==> src/rtl/dac_spi_tx.sv <==
// Serialises 10-bit DAC codes into 16-bit MCP4911-style SPI write frames (mode 0),
// strobes LDAC after each frame, and keeps one pending sample for mid-frame loads.
`timescale 1ns/1ps
module dac_spi_tx #(
    parameter int unsigned CLK_DIV = 25,
    parameter logic [3:0]  CTRL    = 4'b0111
) (
    input  logic       sysclk,
    input  logic       rst_n,
    input  logic [9:0] data_in,
    input  logic       load,
    output logic       busy,
    output logic       overrun,
    output logic       frame_done,
    output logic       dac_cs_n,
    output logic       dac_sck,
    output logic       dac_sdi,
    output logic       dac_ld_n
);

    localparam int unsigned      DIV_W    = (CLK_DIV > 1) ? $clog2(CLK_DIV) : 1;
    localparam logic [DIV_W-1:0] DIV_LAST = DIV_W'(CLK_DIV - 1);

    typedef enum logic [2:0] {IDLE, SETUP, SHIFT, HOLD, LATCH} state_t;

    state_t           state;
    logic [DIV_W-1:0] div_cnt;
    logic [4:0]       bit_cnt;
    logic [9:0]       pend_data;
    logic             pend_valid;
    logic [14:0]      shift_reg;

    logic             phase_end;
    logic             start;
    logic             sck_fall;
    logic [15:0]      frame_word;

    always_comb begin
        phase_end  = (div_cnt == DIV_LAST);
        start      = (state == IDLE) && (load || pend_valid);
        sck_fall   = (state == SHIFT) && phase_end && dac_sck;
        frame_word = {CTRL, (load ? data_in : pend_data), 2'b00};
    end

    // Bit 15 goes straight to dac_sdi at frame start, so only the remaining 15 bits are held here.
    always_ff @(posedge sysclk) begin
        if (start)
            shift_reg <= frame_word[14:0];
        else if (sck_fall)
            shift_reg <= {shift_reg[13:0], 1'b0};
    end

    always_ff @(posedge sysclk or negedge rst_n) begin
        if (!rst_n) begin
            state      <= IDLE;
            div_cnt    <= '0;
            bit_cnt    <= '0;
            pend_data  <= '0;
            pend_valid <= 1'b0;
            busy       <= 1'b0;
            overrun    <= 1'b0;
            frame_done <= 1'b0;
            dac_cs_n   <= 1'b1;
            dac_sck    <= 1'b0;
            dac_sdi    <= 1'b0;
            dac_ld_n   <= 1'b1;
        end else begin
            overrun    <= 1'b0;
            frame_done <= 1'b0;

            // IDLE always consumes the pending slot; a direct load there supersedes it.
            if (state == IDLE) begin
                pend_valid <= 1'b0;
                overrun    <= load && pend_valid;
            end else if (load) begin
                pend_data  <= data_in;
                pend_valid <= 1'b1;
                overrun    <= pend_valid;
            end

            if (state == IDLE || phase_end)
                div_cnt <= '0;
            else
                div_cnt <= div_cnt + DIV_W'(1);

            case (state)
                IDLE: begin
                    if (start) begin
                        dac_cs_n <= 1'b0;
                        dac_sdi  <= frame_word[15];
                        busy     <= 1'b1;
                        bit_cnt  <= '0;
                        state    <= SETUP;
                    end
                end
                SETUP: begin
                    if (phase_end)
                        state <= SHIFT;
                end
                SHIFT: begin
                    if (phase_end) begin
                        if (!dac_sck) begin
                            dac_sck <= 1'b1;
                        end else begin
                            dac_sck <= 1'b0;
                            dac_sdi <= shift_reg[14];
                            if (bit_cnt == 5'd15)
                                state <= HOLD;
                            else
                                bit_cnt <= bit_cnt + 5'd1;
                        end
                    end
                end
                HOLD: begin
                    if (phase_end) begin
                        dac_cs_n <= 1'b1;
                        dac_ld_n <= 1'b0;
                        state    <= LATCH;
                    end
                end
                LATCH: begin
                    if (phase_end) begin
                        dac_ld_n   <= 1'b1;
                        frame_done <= 1'b1;
                        busy       <= 1'b0;
                        state      <= IDLE;
                    end
                end
                default: state <= IDLE;
            endcase
        end
    end

endmodule

==> config.mk <==
export PLATFORM = sky130hd
export DESIGN_NAME = dac_spi_tx
export DESIGN_NICKNAME = d
export VERILOG_FILES = /design/src/rtl/dac_spi_tx.sv
export SDC_FILE = /design/constraint.sdc
export NUM_CORES = 1
export LEC_CHECK = 0
export BUFFER_PORTS_ARGS = -buffer_cell sky130_fd_sc_hd__buf_2
export CAP_MARGIN = 0
export CORE_AREA = 2 2 61 86
export CTS_CLUSTER_SIZE = 25
export DETAILED_ROUTE_END_ITERATION = 8
export DIE_AREA = 0 0 63 88
export MAX_ROUTING_LAYER = met4
export REMOVE_ABC_BUFFERS = 1
export SYNTH_ARGS = -nofsm -noshare
export SYNTH_HDL_FRONTEND = slang
export SYNTH_SLANG_ARGS = --single-unit
==> constraint.sdc <==
create_clock -name sysclk -period 3.7 [get_ports sysclk]
set_input_delay 0.185 -clock sysclk [delete_from_list [all_inputs] [get_ports sysclk]]
set_output_delay 0.185 -clock sysclk [all_outputs]
set_load 0.05 [all_outputs]
==> results_dict.tcl <==
set metrics [dict create \
    drtAntennaViolNets 0 \
    period_minus_slack_ps 2050 \
    io_pins 20 \
    worst_ep_required_time_ps 3620 \
    cts.path.max_buffers 2 \
    layout_commonest_cell "dfrtp_1" \
    rrSetupSlack_ps 1650 \
    ys_ff_latch 44 \
    largest_reg_flops 13 \
    cts_tree "done" \
    dominantRegCellSynth "dfrtp_1" \
    synthDistinctLibCells 44 \
    max-slew-margin-rel_pct 33.9 \
    startpoint "pend_valid" \
    critPathMaxFanout 28 \
    fin_nets 214 \
    die-area_mm2 0.00554 \
    dieHeight_um 88 \
    cts_made_buffers 5 \
    grtUsageTotal_pct 14.9 \
    vdd_drop_max_uv 317 \
    antenna_found_initial 0 \
    layout-drive-gt1-share_pct 17.7 \
    synth-simple-area-share_pct 16.4 \
    wl_per_cell_um 13.5 \
    viasPerCell 5.08 \
    num_rows 30 \
    syn_area_mm2 0.00207 \
    synth_top_family_by_area "simple AND/OR/NAND/NOR gates" \
    cp-end-kind "flip-flop" \
    status "finished, final reports clean" \
    grt_pass1_wl_um 6240 \
    synth-edff-count 10 \
    synth_xor_xnor_area_share_pct 2.12 \
    powerDensity_mw_per_mm2 371 \
    grt_pass1_vias 1406 \
    rsz0062_at_grt "no" \
    max_cap_violations 0 \
    r2r_end "shift_reg[6]" \
    setup_viol 0 \
    endpoint "shift_reg[6]" \
    async_reset_ff_share_pct 70.5 \
    ys_warn_count 0 \
    synth_compound_area_share_pct 8.04 \
    num_vias 1332 \
    final_area_mm2 0.00229 \
    drt-pass1-iter-count 4 \
    drt_wl_total_um 3550 \
    synthMuxAreaShare_pct 12.2 \
    skew_ps 11.9 \
    critPathKind "reg -> reg" \
    nFillCells 461 \
    fin_tns_setup_ps 0 \
    syn_area_per_cell_um2 11.6 \
    clk_pin_slew_ps 80 \
    fp.dieW_um 63 \
    antennaDiodeCount 0 \
    root_buffer "clkbuf_8" \
    worstHoldPathType "in -> reg" \
    place_area_mm2 0.00220 \
    drt-initial-drc-count 77 \
    area_growth_pct 10.6 \
    clock_latency_ps 300 \
    slew_violations 0 \
    tightest_slew_ps 991 \
    core_area_mm2 0.00477 \
    reg2reg_from "pend_valid" \
    synth_top_cell_area_share_pct 35.1 \
    gp_congestion 0.717 \
    layout_worst_path_cycle_share_pct 55.3 \
    ff2ff_path_depth 2 \
    htree_levels 2 \
    syn_inst 178 \
    grt_max_degree 32 \
    hold_violations 0 \
    final_cell_mix "dfrtp_1 (29), nand2_1 (21), buf_2 (19)" \
    drcViolationCount 0 \
    port-buffer-count 19 \
    max_freq_mhz 489 \
    dp_hpwl_um 2630 \
    initial_core_util_pct 43.4 \
    synthTopCellsByArea "dfrtp_1 (35%), edfxtp_1 (15%), mux2i_1 (6.8%)" \
    ys_seq_area_share_pct 55.0 \
    overflow 0 \
    fin_util_pct 48.0 \
    worstPathArrival_ps 1970 \
    synth_top_area_cell "dfrtp_1" \
    cts_sinks 44 \
    p_leak_uw 0.00102 \
    cp-start-kind "flip-flop" \
    yosys.area_share.adder_pct 2.42 \
]
cell usage after synthesis, drive strengths merged (4+ instances only):
library cell / number
nand2: 22
ha: 4
mux2: 10
inv: 8
dfrtp: 29
nor2: 13
buf: 8
edfxtp: 10
mux2i: 14
nand3: 5
o21ai: 13
metal layers:
layer  up-vias  GRT usage, %  share of wire (%)  routed length, um
met1       631          15.9                 42               1480
met5         -             -                  0                  0
met3         7          3.47                3.5                123
li1        667             -                  -                  -
met4         0          6.67                2.1                 75
met2        27          26.3                 53               1870
what timing repair did:
| action | 4_1_cts | 5_1_grt |
|---|---|---|
| resized for setup | 0 | 0 |
| buffers inserted | 0 | 0 |
| hold buffers | 1 | 0 |
| hold endpoints to repair | 29 | 0 |
worst min-delay path by stage:
stage | start | to | depth (start not counted)
floorplan | rst_n | bit_cnt[0] | 0
global placement | rst_n | frame_done | 1
detailed placement | rst_n | div_cnt[4] | 1
CTS | data_in[7] | pend_data[7] | 2
global route | data_in[7] | pend_data[7] | 2
finish | data_in[8] | pend_data[8] | 2
worst max-delay path, cell delays in order, from the launching register on:
cell and delay, ps:
dfrtp_1 410, o21ai_2 770, nand2_1 500
power breakdown:
group	total [uW]	internal [uW]	leakage (uW)	switching [uW]
combinational	45.4	19.6	0.000547	25.7
sequential	511	505	0.000434	5.75
clock	294	131	0.0000388	163
total	850	656	0.00102	194
cells by family (layout without fill, tap and decap cells):
logic type                 Yosys count  count (layout)
adders and majority gates            4               4
muxes                               24              24
buffers and inverters               16              36
xor gates and xnor gates             5               5
and+or+nand+nor                     59              59
DFF                                 44              44
AOI/OAI and AO/OA                   26              26
per-stage QoR:
stage	hold WS [ps]	worst slack [ps]	total power (uW)	std cells
2_1_floorplan	-111	1880	544	170
3_3_place_gp	267	1600	565	253
3_5_place_dp	287	1540	568	253
4_1_cts	108	1620	856	262
5_1_grt	113	1390	881	262
6_report	113	1650	850	262
cell type report:
cell class | count | area [um^2] | area share (%)
timing repair buffer | 20 | 105 | 4.59
tap | 64 | 80.1 | 3.50
sequential | 44 | 1140 | 49.7
clock inverter | 2 | 11.3 | 0.492
multi-input combinational | 118 | 852 | 37.2
inverter | 8 | 30.0 | 1.31
clock buffer | 6 | 72.6 | 3.17
(Power assumes the default switching activity.)
